===== config.mk =====
export PLATFORM = sky130hd
export DESIGN_NAME = memctrl_flat
export DESIGN_NICKNAME = d
export VERILOG_FILES = /design/src/rtl/memctrl_pkg.sv /design/src/rtl/memctrl_if.sv /design/src/rtl/memctrl.sv /design/src/flat_wrapper.sv
export SDC_FILE = /design/constraint.sdc
export NUM_CORES = 1
export LEC_CHECK = 0
export BUFFER_PORTS_ARGS = -buffer_cell sky130_fd_sc_hd__buf_2
export CELL_PAD_IN_SITES_DETAIL_PLACEMENT = 1
export CELL_PAD_IN_SITES_GLOBAL_PLACEMENT = 2
export CORE_ASPECT_RATIO = 0.9
export CORE_MARGIN = 5
export CORE_UTILIZATION = 34
export CTS_CLUSTER_SIZE = 8
export DETAILED_ROUTE_END_ITERATION = 10
export PLACE_DENSITY = 0.77
export SLEW_MARGIN = 20
export SYNTH_ARGS = -nofsm -noshare
export SYNTH_HDL_FRONTEND = slang
export SYNTH_SLANG_ARGS = --single-unit

===== constraint.sdc =====
create_clock -name clk -period 5.86 [get_ports clk]
set_input_delay 0.586 -clock clk [delete_from_list [all_inputs] [get_ports clk]]
set_output_delay 0.586 -clock clk [all_outputs]
set_load 0.01 [all_outputs]

===== src/rtl/memctrl_pkg.sv =====
// memctrl_pkg: size/cmd encodings, controller states and beat-count helper
package memctrl_pkg;

    localparam logic [1:0] SZ_B = 2'b00;
    localparam logic [1:0] SZ_H = 2'b01;
    localparam logic [1:0] SZ_W = 2'b10;

    localparam logic CMD_RD = 1'b0;
    localparam logic CMD_WR = 1'b1;

    typedef enum logic [1:0] {IDLE, REQ, GAP, RESP} state_t;

    // Index of the final beat; size 2'b11 is treated as a word.
    function automatic logic [1:0] last_beat(input logic [1:0] size);
        return size == SZ_B ? 2'd0 : size == SZ_H ? 2'd1 : 2'd3;
    endfunction

endpackage


===== src/rtl/memctrl_if.sv =====
// memctrl_if: CPU-side command bus plus byte-wide external memory bus
interface memctrl_if;

    logic        en;
    logic        cmd;
    logic [1:0]  size;
    logic [31:0] ad;
    logic [31:0] din;
    logic [31:0] dout;
    logic        ready;
    logic        err;
    logic        busy;
    logic        mem_req;
    logic        mem_we;
    logic [31:0] mem_ad;
    logic [7:0]  mem_wdata;
    logic [7:0]  mem_rdata;
    logic        mem_ack;

    modport master (
        output en, cmd, size, ad, din, mem_rdata, mem_ack,
        input  dout, ready, err, busy, mem_req, mem_we, mem_ad, mem_wdata
    );

    modport slave (
        input  en, cmd, size, ad, din, mem_rdata, mem_ack,
        output dout, ready, err, busy, mem_req, mem_we, mem_ad, mem_wdata
    );

endinterface


===== src/rtl/memctrl.sv =====
// memctrl: serialises byte/half/word CPU commands into byte beats on a req/ack memory bus
module memctrl
    import memctrl_pkg::*;
#(
    parameter int ACK_TIMEOUT = 0,
    parameter int TO_W        = 8
) (
    input logic        clk,
    input logic        rst,
    memctrl_if.slave   bus
);

    localparam logic [TO_W-1:0] TO_LIM = TO_W'(ACK_TIMEOUT);

    state_t          state_q, state_d;
    logic            cmd_q, cmd_d;
    logic [1:0]      last_q, last_d;
    logic [1:0]      k_q, k_d;
    logic [31:0]     ad_q, ad_d;
    logic [31:0]     din_q, din_d;
    logic [TO_W-1:0] to_q, to_d;
    logic [31:0]     dout_q, dout_d;
    logic            ready_q, ready_d;
    logic            err_q, err_d;
    logic            busy_q, busy_d;
    logic            mem_req_q, mem_req_d;
    logic            mem_we_q, mem_we_d;
    logic [31:0]     mem_ad_q, mem_ad_d;
    logic [7:0]      mem_wdata_q, mem_wdata_d;

    assign bus.dout      = dout_q;
    assign bus.ready     = ready_q;
    assign bus.err       = err_q;
    assign bus.busy      = busy_q;
    assign bus.mem_req   = mem_req_q;
    assign bus.mem_we    = mem_we_q;
    assign bus.mem_ad    = mem_ad_q;
    assign bus.mem_wdata = mem_wdata_q;

    // State and registered outputs; reset aborts any transfer immediately.
    always_ff @(posedge clk or posedge rst) begin
        if (rst) begin
            state_q     <= IDLE;
            cmd_q       <= CMD_RD;
            last_q      <= '0;
            k_q         <= '0;
            ad_q        <= '0;
            din_q       <= '0;
            to_q        <= '0;
            dout_q      <= '0;
            ready_q     <= 1'b0;
            err_q       <= 1'b0;
            busy_q      <= 1'b0;
            mem_req_q   <= 1'b0;
            mem_we_q    <= 1'b0;
            mem_ad_q    <= '0;
            mem_wdata_q <= '0;
        end else begin
            state_q     <= state_d;
            cmd_q       <= cmd_d;
            last_q      <= last_d;
            k_q         <= k_d;
            ad_q        <= ad_d;
            din_q       <= din_d;
            to_q        <= to_d;
            dout_q      <= dout_d;
            ready_q     <= ready_d;
            err_q       <= err_d;
            busy_q      <= busy_d;
            mem_req_q   <= mem_req_d;
            mem_we_q    <= mem_we_d;
            mem_ad_q    <= mem_ad_d;
            mem_wdata_q <= mem_wdata_d;
        end
    end

    // Next state, beat bookkeeping and the output values for the coming cycle.
    always_comb begin
        state_d     = state_q;
        cmd_d       = cmd_q;
        last_d      = last_q;
        k_d         = k_q;
        ad_d        = ad_q;
        din_d       = din_q;
        to_d        = '0;
        dout_d      = dout_q;
        err_d       = 1'b0;
        mem_ad_d    = mem_ad_q;
        mem_wdata_d = mem_wdata_q;
        case (state_q)
            IDLE: begin
                if (bus.en) begin
                    state_d = REQ;
                    cmd_d   = bus.cmd;
                    last_d  = last_beat(bus.size);
                    ad_d    = bus.ad;
                    k_d     = '0;
                    if (bus.cmd == CMD_WR) din_d = bus.din;
                    if (bus.cmd == CMD_RD) dout_d = '0;
                end
            end
            REQ: begin
                if (bus.mem_ack) begin
                    if (cmd_q == CMD_RD) dout_d[{k_q, 3'b000} +: 8] = bus.mem_rdata;
                    k_d     = k_q + 2'd1;
                    state_d = k_q == last_q ? RESP : GAP;
                end else if (ACK_TIMEOUT != 0 && to_q + 1'b1 == TO_LIM) begin
                    state_d = RESP;
                    err_d   = 1'b1;
                end else begin
                    to_d = to_q + 1'b1;
                end
            end
            GAP:     state_d = REQ;
            default: state_d = IDLE;
        endcase
        if (state_d == REQ) begin
            mem_ad_d    = ad_d + {30'd0, k_d};
            mem_wdata_d = din_d[{k_d, 3'b000} +: 8];
        end
        mem_req_d = state_d == REQ;
        mem_we_d  = state_d == REQ && cmd_d == CMD_WR;
        ready_d   = state_d == RESP;
        busy_d    = state_d != IDLE;
    end

endmodule


===== src/flat_wrapper.sv =====
// flat-port wrapper written by rule: the top's interface ports become plain ports
module memctrl_flat import memctrl_pkg::*;
#(
    parameter int ACK_TIMEOUT = 0,
    parameter int TO_W        = 8
)
  (clk, rst, bus_en, bus_cmd, bus_size, bus_ad, bus_din, bus_mem_rdata, bus_mem_ack, bus_dout, bus_ready, bus_err, bus_busy, bus_mem_req, bus_mem_we, bus_mem_ad, bus_mem_wdata);
  memctrl_if bus_i ();
  input logic clk;
  input logic rst;
  input wire logic [$bits(bus_i.en)-1:0] bus_en;
  input wire logic [$bits(bus_i.cmd)-1:0] bus_cmd;
  input wire logic [$bits(bus_i.size)-1:0] bus_size;
  input wire logic [$bits(bus_i.ad)-1:0] bus_ad;
  input wire logic [$bits(bus_i.din)-1:0] bus_din;
  input wire logic [$bits(bus_i.mem_rdata)-1:0] bus_mem_rdata;
  input wire logic [$bits(bus_i.mem_ack)-1:0] bus_mem_ack;
  output wire logic [$bits(bus_i.dout)-1:0] bus_dout;
  output wire logic [$bits(bus_i.ready)-1:0] bus_ready;
  output wire logic [$bits(bus_i.err)-1:0] bus_err;
  output wire logic [$bits(bus_i.busy)-1:0] bus_busy;
  output wire logic [$bits(bus_i.mem_req)-1:0] bus_mem_req;
  output wire logic [$bits(bus_i.mem_we)-1:0] bus_mem_we;
  output wire logic [$bits(bus_i.mem_ad)-1:0] bus_mem_ad;
  output wire logic [$bits(bus_i.mem_wdata)-1:0] bus_mem_wdata;
  assign bus_i.en = bus_en;
  assign bus_i.cmd = bus_cmd;
  assign bus_i.size = bus_size;
  assign bus_i.ad = bus_ad;
  assign bus_i.din = bus_din;
  assign bus_i.mem_rdata = bus_mem_rdata;
  assign bus_i.mem_ack = bus_mem_ack;
  assign bus_dout = bus_i.dout;
  assign bus_ready = bus_i.ready;
  assign bus_err = bus_i.err;
  assign bus_busy = bus_i.busy;
  assign bus_mem_req = bus_i.mem_req;
  assign bus_mem_we = bus_i.mem_we;
  assign bus_mem_ad = bus_i.mem_ad;
  assign bus_mem_wdata = bus_i.mem_wdata;
  memctrl #(.ACK_TIMEOUT(ACK_TIMEOUT), .TO_W(TO_W)) u_core (.clk(clk), .rst(rst), .bus(bus_i));
endmodule

# --- Word level (Yosys, flattened, before mapping) ---
# Cells that the tools add are included.
totals:
  ff_bits: 147
  in_bits: 79
classes:
  n_addsub: 3
  n_eq_ne: 10
  shifts: 3
  mux: 22
  n_reduce_logical: 7
op_table:
  columns: ["operator", "n"]
  rows:
  - ["2-to-1 mux 32 bit", 9]
  - ["one-hot mux 32 bit (2 select lines)", 1]
  - ["adder 32 x 2 -> 32 bit", 1]
  - ["bitwise mux 32 bit", 1]
  - ["variable shift 8 x 7 -> 32 bit (first input constant)", 1]
  - ["indexed part select 32 x 6 -> 8 bit", 1]
  - ["indexed part select 8 x 7 -> 32 bit", 1]
  - ["2-to-1 mux 2 bit", 6]
  - ["inequality test 2 bit (second input constant)", 4]
  - ["negation 5 -> 7 bit", 1]
  - ["== test 2 x 1 -> 1 bit (second input constant)", 3]
  - ["one-hot mux 2 bit (3 select lines)", 1]
  - ["AND reduction 5 bit", 1]
  - ["== test 2 bit (second input constant)", 2]
  - ["logical NOT 2 bit", 2]
  - ["one-hot mux 2 bit (2 select lines)", 1]
  - ["nonzero test 2 bit", 2]
  - ["2-to-1 mux 1 bit", 3]
  - ["adder 2 x 1 -> 2 bit (second input constant)", 1]
  - ["== test 2 bit", 1]
  - ["AND reduction 2 bit", 1]
  - ["logical AND 1 bit", 1]

# --- Logic depth before layout (Yosys ltp) ---
# Gate-level depths: netlist of the first run.
logic_depth:
  word_depth: 6
  ltp_mapped: 14

# --- Worst setup path after synthesis of the first run ---
# OpenSTA, ideal clock, no wires.
synth_timing:
  path_kind: "input to register"
  start: "in bus_en"
  end: "reg u_core.mem_ad_q[29], in the netlist u_core.bus.mem_ad[29]"
  setup_time_ns: 0.126
  arrival_ns: 3.415
  setup_slack_ns: 2.319
  stages: 12
  path_buffers: 4
  cell_sequence: "nor3b_1 -> clkbuf_1 -> clkbuf_1 -> clkbuf_1 -> nor2_1 -> a22o_1 -> ha_1 -> a21o_1 -> clkbuf_1 -> o21ai_0 -> or4_1 -> o311a_1"
synth_between:
  elab_chain_cells: 3
  word_cells_on_any_way: 8
  classes_between: "add/sub: 1; eq/ne: 1; mux: 6"
synth_lines:
  columns: ["element", "line", "rtl"]
  rows:
  - ["start, declared", "flat_wrapper.sv:11", "input wire logic [$bits(bus_i.en)-1:0] bus_en;"]
  - ["2-to-1 mux 2 bit", "memctrl.sv:92", "if (bus.en) begin"]
  - ["one-hot mux 2 bit (2 select lines)", "memctrl.sv:90", "case (state_q)"]
  - ["net u_core.k_d[1]", "memctrl.sv:18", "logic [1:0] k_q, k_d;"]
  - ["adder 32 x 2 -> 32 bit", "memctrl.sv:118", "mem_ad_d = ad_d + {30'd0, k_d};"]
  - ["end signal, assigned", "memctrl.sv:72", "mem_ad_q <= mem_ad_d;"]
  - ["end, declared", "memctrl.sv:28", "logic [31:0] mem_ad_q, mem_ad_d;"]
# The timed path passes the listed nets, and every way through them passes these cells.
# A chain may end at the register's enable or synchronous reset.

# --- Worst setup path after layout of the first run ---
layout_timing:
  start: "reg u_core.state_q[1]"
  end: "reg u_core.mem_ad_q[26], in the netlist u_core.bus.mem_ad[26]"
layout_between:
  elab_chain_cells: 3
  word_cells_on_any_way: 10
  classes_between: "add/sub: 1; eq/ne: 3; mux: 5; reduce/logical: 1"
layout_lines:
  columns: ["element", "line", "rtl"]
  rows:
  - ["start, declared", "memctrl.sv:15", "state_t state_q, state_d;"]
  - ["start signal, assigned", "memctrl.sv:59", "state_q <= state_d;"]
  - ["== test 2 x 1 -> 1 bit, or another cell as far along", null, null]
  - ["one-hot mux 2 bit (2 select lines), or another cell as far along", "memctrl.sv:90", null]
  - ["adder 32 x 2 -> 32 bit / == test 2 x 1 -> 1 bit (equally long branches)", "memctrl.sv:118, memctrl.sv:117", null]
# Several ways; a longest one is shown, not always the timed one.

==> impl_metrics.tcl, run 1 <==
set metrics [dict create \
    status "complete, no violations" \
    synth.area.top_cells "dfrtp_1 52%, nand2_1 7.4%, mux2_2 6.5%" \
    pin_count 156 \
    maxCapViolCount 0 \
    drt-initial-drc-count 253 \
    tightestPinTransition_ps 1060 \
    cp_max_fo 18 \
    io_buffers 154 \
    drive_above_1_share 0.276 \
    ctsResizeCount 0 \
    rsz0062_at_grt "false" \
    synth_top_area_frac 0.516 \
    cp_num_buf_inv 2 \
    start_util 0.344 \
    root_buffer "clkbuf_16" \
    clock.fmax_mhz 267 \
    grt.total_usage 0.187 \
    p_per_area_nw_per_um2 517 \
    critPathMostFrequentCell "inv_1" \
    dp_hpwl_microns 16000 \
    core_area_sq_um 20700 \
    cp_cell_sequence "nor3b_1, o21a_1, or2_2, ha_1, inv_1, fa_1, inv_1, a22oi_1, or3_1, a211oi_1" \
    grt_pass1_wl_microns 36200 \
    fin_skew_ps 8.81 \
    wl_per_cell_microns 19.1 \
    yosys.area.top_type "dfrtp_1" \
    setup_tns_ps 0 \
    synthTopCellsByCount "147 x dfrtp_1, 141 x nand2_1, 48 x o21ai_0" \
    dp_slack_ps 1990 \
    hold_viol_final 0 \
    endpoint_kind "flop" \
    htree_levels 4 \
    fin_crit_sh 0.638 \
    grt_pass1_vias 6632 \
    post_cts_buffers 0 \
    diodes 0 \
    syn_area_per_cell_sq_um 9.92 \
    total_power_mw 4.53 \
    leakage_nw 3.99 \
    period_needed_ps 3740 \
    post_drt_via_cell_ratio 5.21 \
    die_y_microns 147 \
    synth_most_common_cell "dfrtp_1" \
    gp_congestion 0.827 \
    clk_pin_slew_ps 60 \
    dr_total_vias 6012 \
    synth-edff-count 0 \
    yosysSeqAreaShare 0.516 \
    synth-main-ff-cell "dfrtp_1" \
    crit_required_ps 6190 \
    ys_seq_elements 147 \
    die_area_sq_um 23900 \
    crit_type "reg2reg" \
    fin_util 0.423 \
    timing.hold.ws_ps 300 \
    antenna_found_initial 1 \
    cts_hold_buffers 0 \
    crit_arrival_ps 4070 \
    ir_drop_uv 248 \
    synth_area_sq_um 7120 \
    cts.sinks 147 \
    clk_latency_ps 420 \
    cts_tree "done" \
    final_max_slew_viol_count 0 \
    drt_first_pass_iters 6 \
    area_growth_pct 23.1 \
    rows 50 \
    die_x_microns 163 \
    synth_nets 804 \
    cp_top_family "simple AND/OR/NAND/NOR gates" \
    grt.overflow.total 0 \
    cts_buffers 17 \
    synthCells 718 \
    setup_viol 0 \
    hp-class "in2async" \
    max_stage_delay_ps 540 \
    nNetsFinal 940 \
    grt_max_degree 86 \
    clock_path_buffers 2 \
    ant_nets 0 \
    slew_headroom 0.295 \
    async_flop_share 1.00 \
    netlist-cell-type-count 53 \
    postLayoutSetupSlackWorst_ps 2120 \
    cpMaxStageDelayCell "dfrtp_1" \
    drc 0 \
    ys.warnings.count 0 \
    routed_wl_microns 22000 \
    start_kind "flop" \
]
-- worst paths after layout --
check | slack (ps) | cells after the start | to | from
setup / recovery | 2120 | 10 | u_core.bus.mem_ad[26] | u_core.state_q[1]
hold / removal | 300 | 2 | u_core.bus.dout[7] | rst
setup reg to reg | 2120 | 10 | u_core.bus.mem_ad[26] | u_core.state_q[1]
hold reg to reg | 480 | 2 | u_core.bus.mem_ad[6] | u_core.bus.mem_ad[6]
max in group asynchronous | 4170 | 3 | u_core.bus.mem_ad[0] | rst
min in group clk | 390 | 3 | u_core.ad_q[0] | bus_ad[0]
-- layout make-up --
class                      count  area [sq um]
inverter                      25          98.8
clock buffer                  19           443
timing repair buffer         158           801
fill                        2395         11900
multi-input combinational    505          3210
tap                          286           358
clock inverter                13           175
sequential                   147          3680
-- where the power goes --
part           leakage, nW  switching (mW)  internal (mW)
sequential            1.85           0.297           1.42
combinational         1.85           0.991          0.670
clock                0.295           0.459          0.689
total                 3.99            1.75           2.78
-- cell usage in the layout, fill, tap and decap left out, types with 5 or more instances in the layout --
cell and instances:
mux2_2 41, a22oi_1 11, nand2_1 141, buf_2 154
a21oi_1 5, nor4_1 12, nand3_1 11, dfrtp_1 147
and3_1 6, mux2i_1 18, nor3_1 20, a211oi_1 12
xnor2_1 6, o221ai_1 14, clkinv_4 5, ha_1 6
nor2_1 32, clkbuf_16 17, o21ai_0 48, nand4_1 22
nor3b_1 12, xor2_1 15, inv_1 24, a22o_1 9
o31ai_1 10
-- flip-flops by register name, summed over array words and instances, names as in the netlist --
name and flops:
u_core.last_q 2, u_core.state_q 2, u_core.bus.busy 1, u_core.bus.mem_ad 32, u_core.bus.ready 1, u_core.cmd_q 1, u_core.bus.mem_wdata 8, u_core.bus.dout 32
u_core.k_q 2, u_core.bus.mem_req 1, u_core.bus.mem_we 1, u_core.ad_q 32, u_core.din_q 32
-- logic make-up (layout without fill, tap and decap cells) --
| group | after synthesis | after routing | synth area share |
|---|---|---|---|
| AOI/OAI and AO/OA | 136 | 136 | 0.130 |
| buffers and inverters | 66 | 215 | 0.0358 |
| DFF | 147 | 147 | 0.516 |
| and+or+nand+nor | 281 | 281 | 0.188 |
| other | 1 | 1 | 0.000526 |
| xor gates and xnor gates | 21 | 21 | 0.0258 |
| adders and majority gates | 7 | 7 | 0.0133 |
| muxes | 59 | 59 | 0.0901 |
-- metrics by stage --
stage	instances	cell area [sq um]
after floorplan	718	7120
after global placement	1121	8150
after detailed placement	1121	8150
after CTS	1153	8760
after global routing	1153	8770
final	1153	8770
-- routing by layer --
| layer | wire, microns | vias up | part of all wire | track usage |
|---|---|---|---|---|
| li1 | - | 2834 | - | - |
| met2 | 10400 | 125 | 0.47 | 0.297 |
| met3 | 1050 | 26 | 0.048 | 0.0426 |
| met5 | 13 | - | 0.00059 | 0 |
| met4 | 354 | 2 | 0.016 | 0.0524 |
| met1 | 10200 | 3025 | 0.46 | 0.257 |
Power figures use the tool's default switching activity.
==> run 2: changes to the inputs <==
==> constraint.sdc (replaced) <==
create_clock -name clk -period 3.45 [get_ports clk]
set_input_delay 0.345 -clock clk [delete_from_list [all_inputs] [get_ports clk]]
set_output_delay 0.345 -clock clk [all_outputs]
set_load 0.01 [all_outputs]
==> run 2 against run 1 <==
Effect of this change:
- utilization grew 0.18 points
- final cell count grew 0.87%
- worst setup slack lost 1800 ps
- critical path depth rose by 1
- global-route usage increased by 0.15 points
- combinational power is 72% higher
- register-to-register slack got worse by 1800 ps
- via count rose by 1.2%
- largest cell class unchanged
- highest routed layer unchanged
==> impl_metrics.tcl, run 2 (synthesis gave the netlist of run 1 again) <==
set metrics [dict create \
    nNetsFinal 951 \
    post_drt_via_cell_ratio 5.23 \
    dr_total_vias 6086 \
    dp_slack_ps 295 \
    setup_viol 0 \
    mostFrequentLayoutCells "154 x buf_2, 147 x dfrtp_1, 141 x nand2_1" \
    post-place-cells 1132 \
    drt_first_pass_iters 4 \
    crit_arrival_ps 3460 \
    cts_tree "done" \
    wl_per_cell_microns 19.3 \
    crit_type "reg2reg" \
    gp_congestion 0.835 \
    clk_latency_ps 430 \
    maxCapViolCount 0 \
    ir_drop_uv 363 \
    nFillCells 2392 \
    die_area_sq_um 23900 \
    leakage_nw 4.03 \
    core_area_sq_um 20700 \
    grt_max_degree 148 \
    endpoint_kind "flop" \
    rsz0062_at_grt "false" \
    p_per_area_nw_per_um2 864 \
    drc 0 \
    clock.fmax_mhz 317 \
    diodes 0 \
    dp_hpwl_microns 16200 \
    cts.sinks 147 \
    ant_nets 0 \
    area_growth_pct 23.6 \
    rows 50 \
    root_buffer "clkbuf_16" \
    hold_viol_final 0 \
    grt.overflow.total 0 \
    clock_path_buffers 2 \
    die_y_microns 147 \
    ctsResizeCount 0 \
    final_max_slew_viol_count 0 \
    cts_hold_buffers 0 \
    drive_above_1_share 0.284 \
    hp-class "in2async" \
    pin_count 156 \
    fin_skew_ps 14.9 \
    tightestPinTransition_ps 1080 \
    slew_headroom 0.278 \
    htree_levels 4 \
    antenna_found_initial 3 \
    drt-initial-drc-count 415 \
    fin_crit_sh 0.916 \
    clk_pin_slew_ps 70 \
    routed_wl_microns 22400 \
    crit_required_ps 3750 \
    grt.total_usage 0.188 \
    setup_tns_ps 0 \
    io_buffers 154 \
    cp_max_fo 13 \
    final_common_cell "buf_2" \
    die_x_microns 163 \
    start_kind "flop" \
    grt_pass1_vias 6500 \
    total_power_mw 7.61 \
    postLayoutSetupSlackWorst_ps 291 \
    start_util 0.344 \
    status "complete, no violations" \
    period_needed_ps 3160 \
    cts_buffers 17 \
    instances_no_fill 1163 \
    grt_pass1_wl_microns 36000 \
    post_cts_buffers 0 \
]
run 2: final timing paths:
path                                           from                    end  slack (ps)  cells past startpoint
max in group asynchronous                       rst        u_core.din_q[6]        2610                      3
worst max-delay path              u_core.state_q[1]  u_core.bus.mem_ad[28]         290                     11
min in group clk                        bus_size[1]       u_core.last_q[1]         140                      3
worst min-delay path                            rst    u_core.bus.dout[14]          30                      3
worst min register to register  u_core.bus.dout[29]    u_core.bus.dout[29]         470                      2
worst max register to register    u_core.state_q[1]  u_core.bus.mem_ad[28]         290                     11
run 2: critical path, cell delays in order (launching register included):
cell,delay (ps)
dfrtp_1,530
nor3b_2,500
nand2_1,110
nand2_1,100
ha_1,180
inv_1,60
fa_1,500
inv_1,240
a22oi_1,200
buf_4,200
nor4_1,310
a211oi_1,90
run 2: final cells by class:
type | instances | area (sq um) | share of cell area
clock inverter | 13 | 126 | 0.0144
sequential | 147 | 3680 | 0.418
multi-input combinational | 505 | 3210 | 0.365
tap | 286 | 358 | 0.0406
inverter | 25 | 97.6 | 0.0111
clock buffer | 18 | 439 | 0.0499
timing repair buffer | 169 | 896 | 0.102
run 2: per-stage QoR:
step | cell area, sq um | hold slack (ps) | utilization
final | 8800 | 30.6 | 0.425
after CTS | 8800 | 121 | 0.425
after floorplan | 7130 | 444 | -
after detailed placement | 8240 | 463 | 0.398
after global placement | 8240 | 455 | 0.398
after global routing | 8800 | 130 | 0.425
run 2: layer usage:
metal / vias up / global-route usage / routed length, microns
li1: 2845 / - / -
met1: 3072 / 0.260 / 10500
met2: 146 / 0.300 / 10600
met3: 17 / 0.0482 / 1160
met4: 6 / 0.0407 / 169
met5: - / 0 / 45
run 2: where the power goes:
part	leakage, nW	total [mW]	internal (mW)	switching [mW]
combinational	1.91	2.86	1.16	1.70
sequential	1.85	2.94	2.42	0.520
clock	0.277	1.81	1.02	0.790
total	4.03	7.61	4.60	3.01
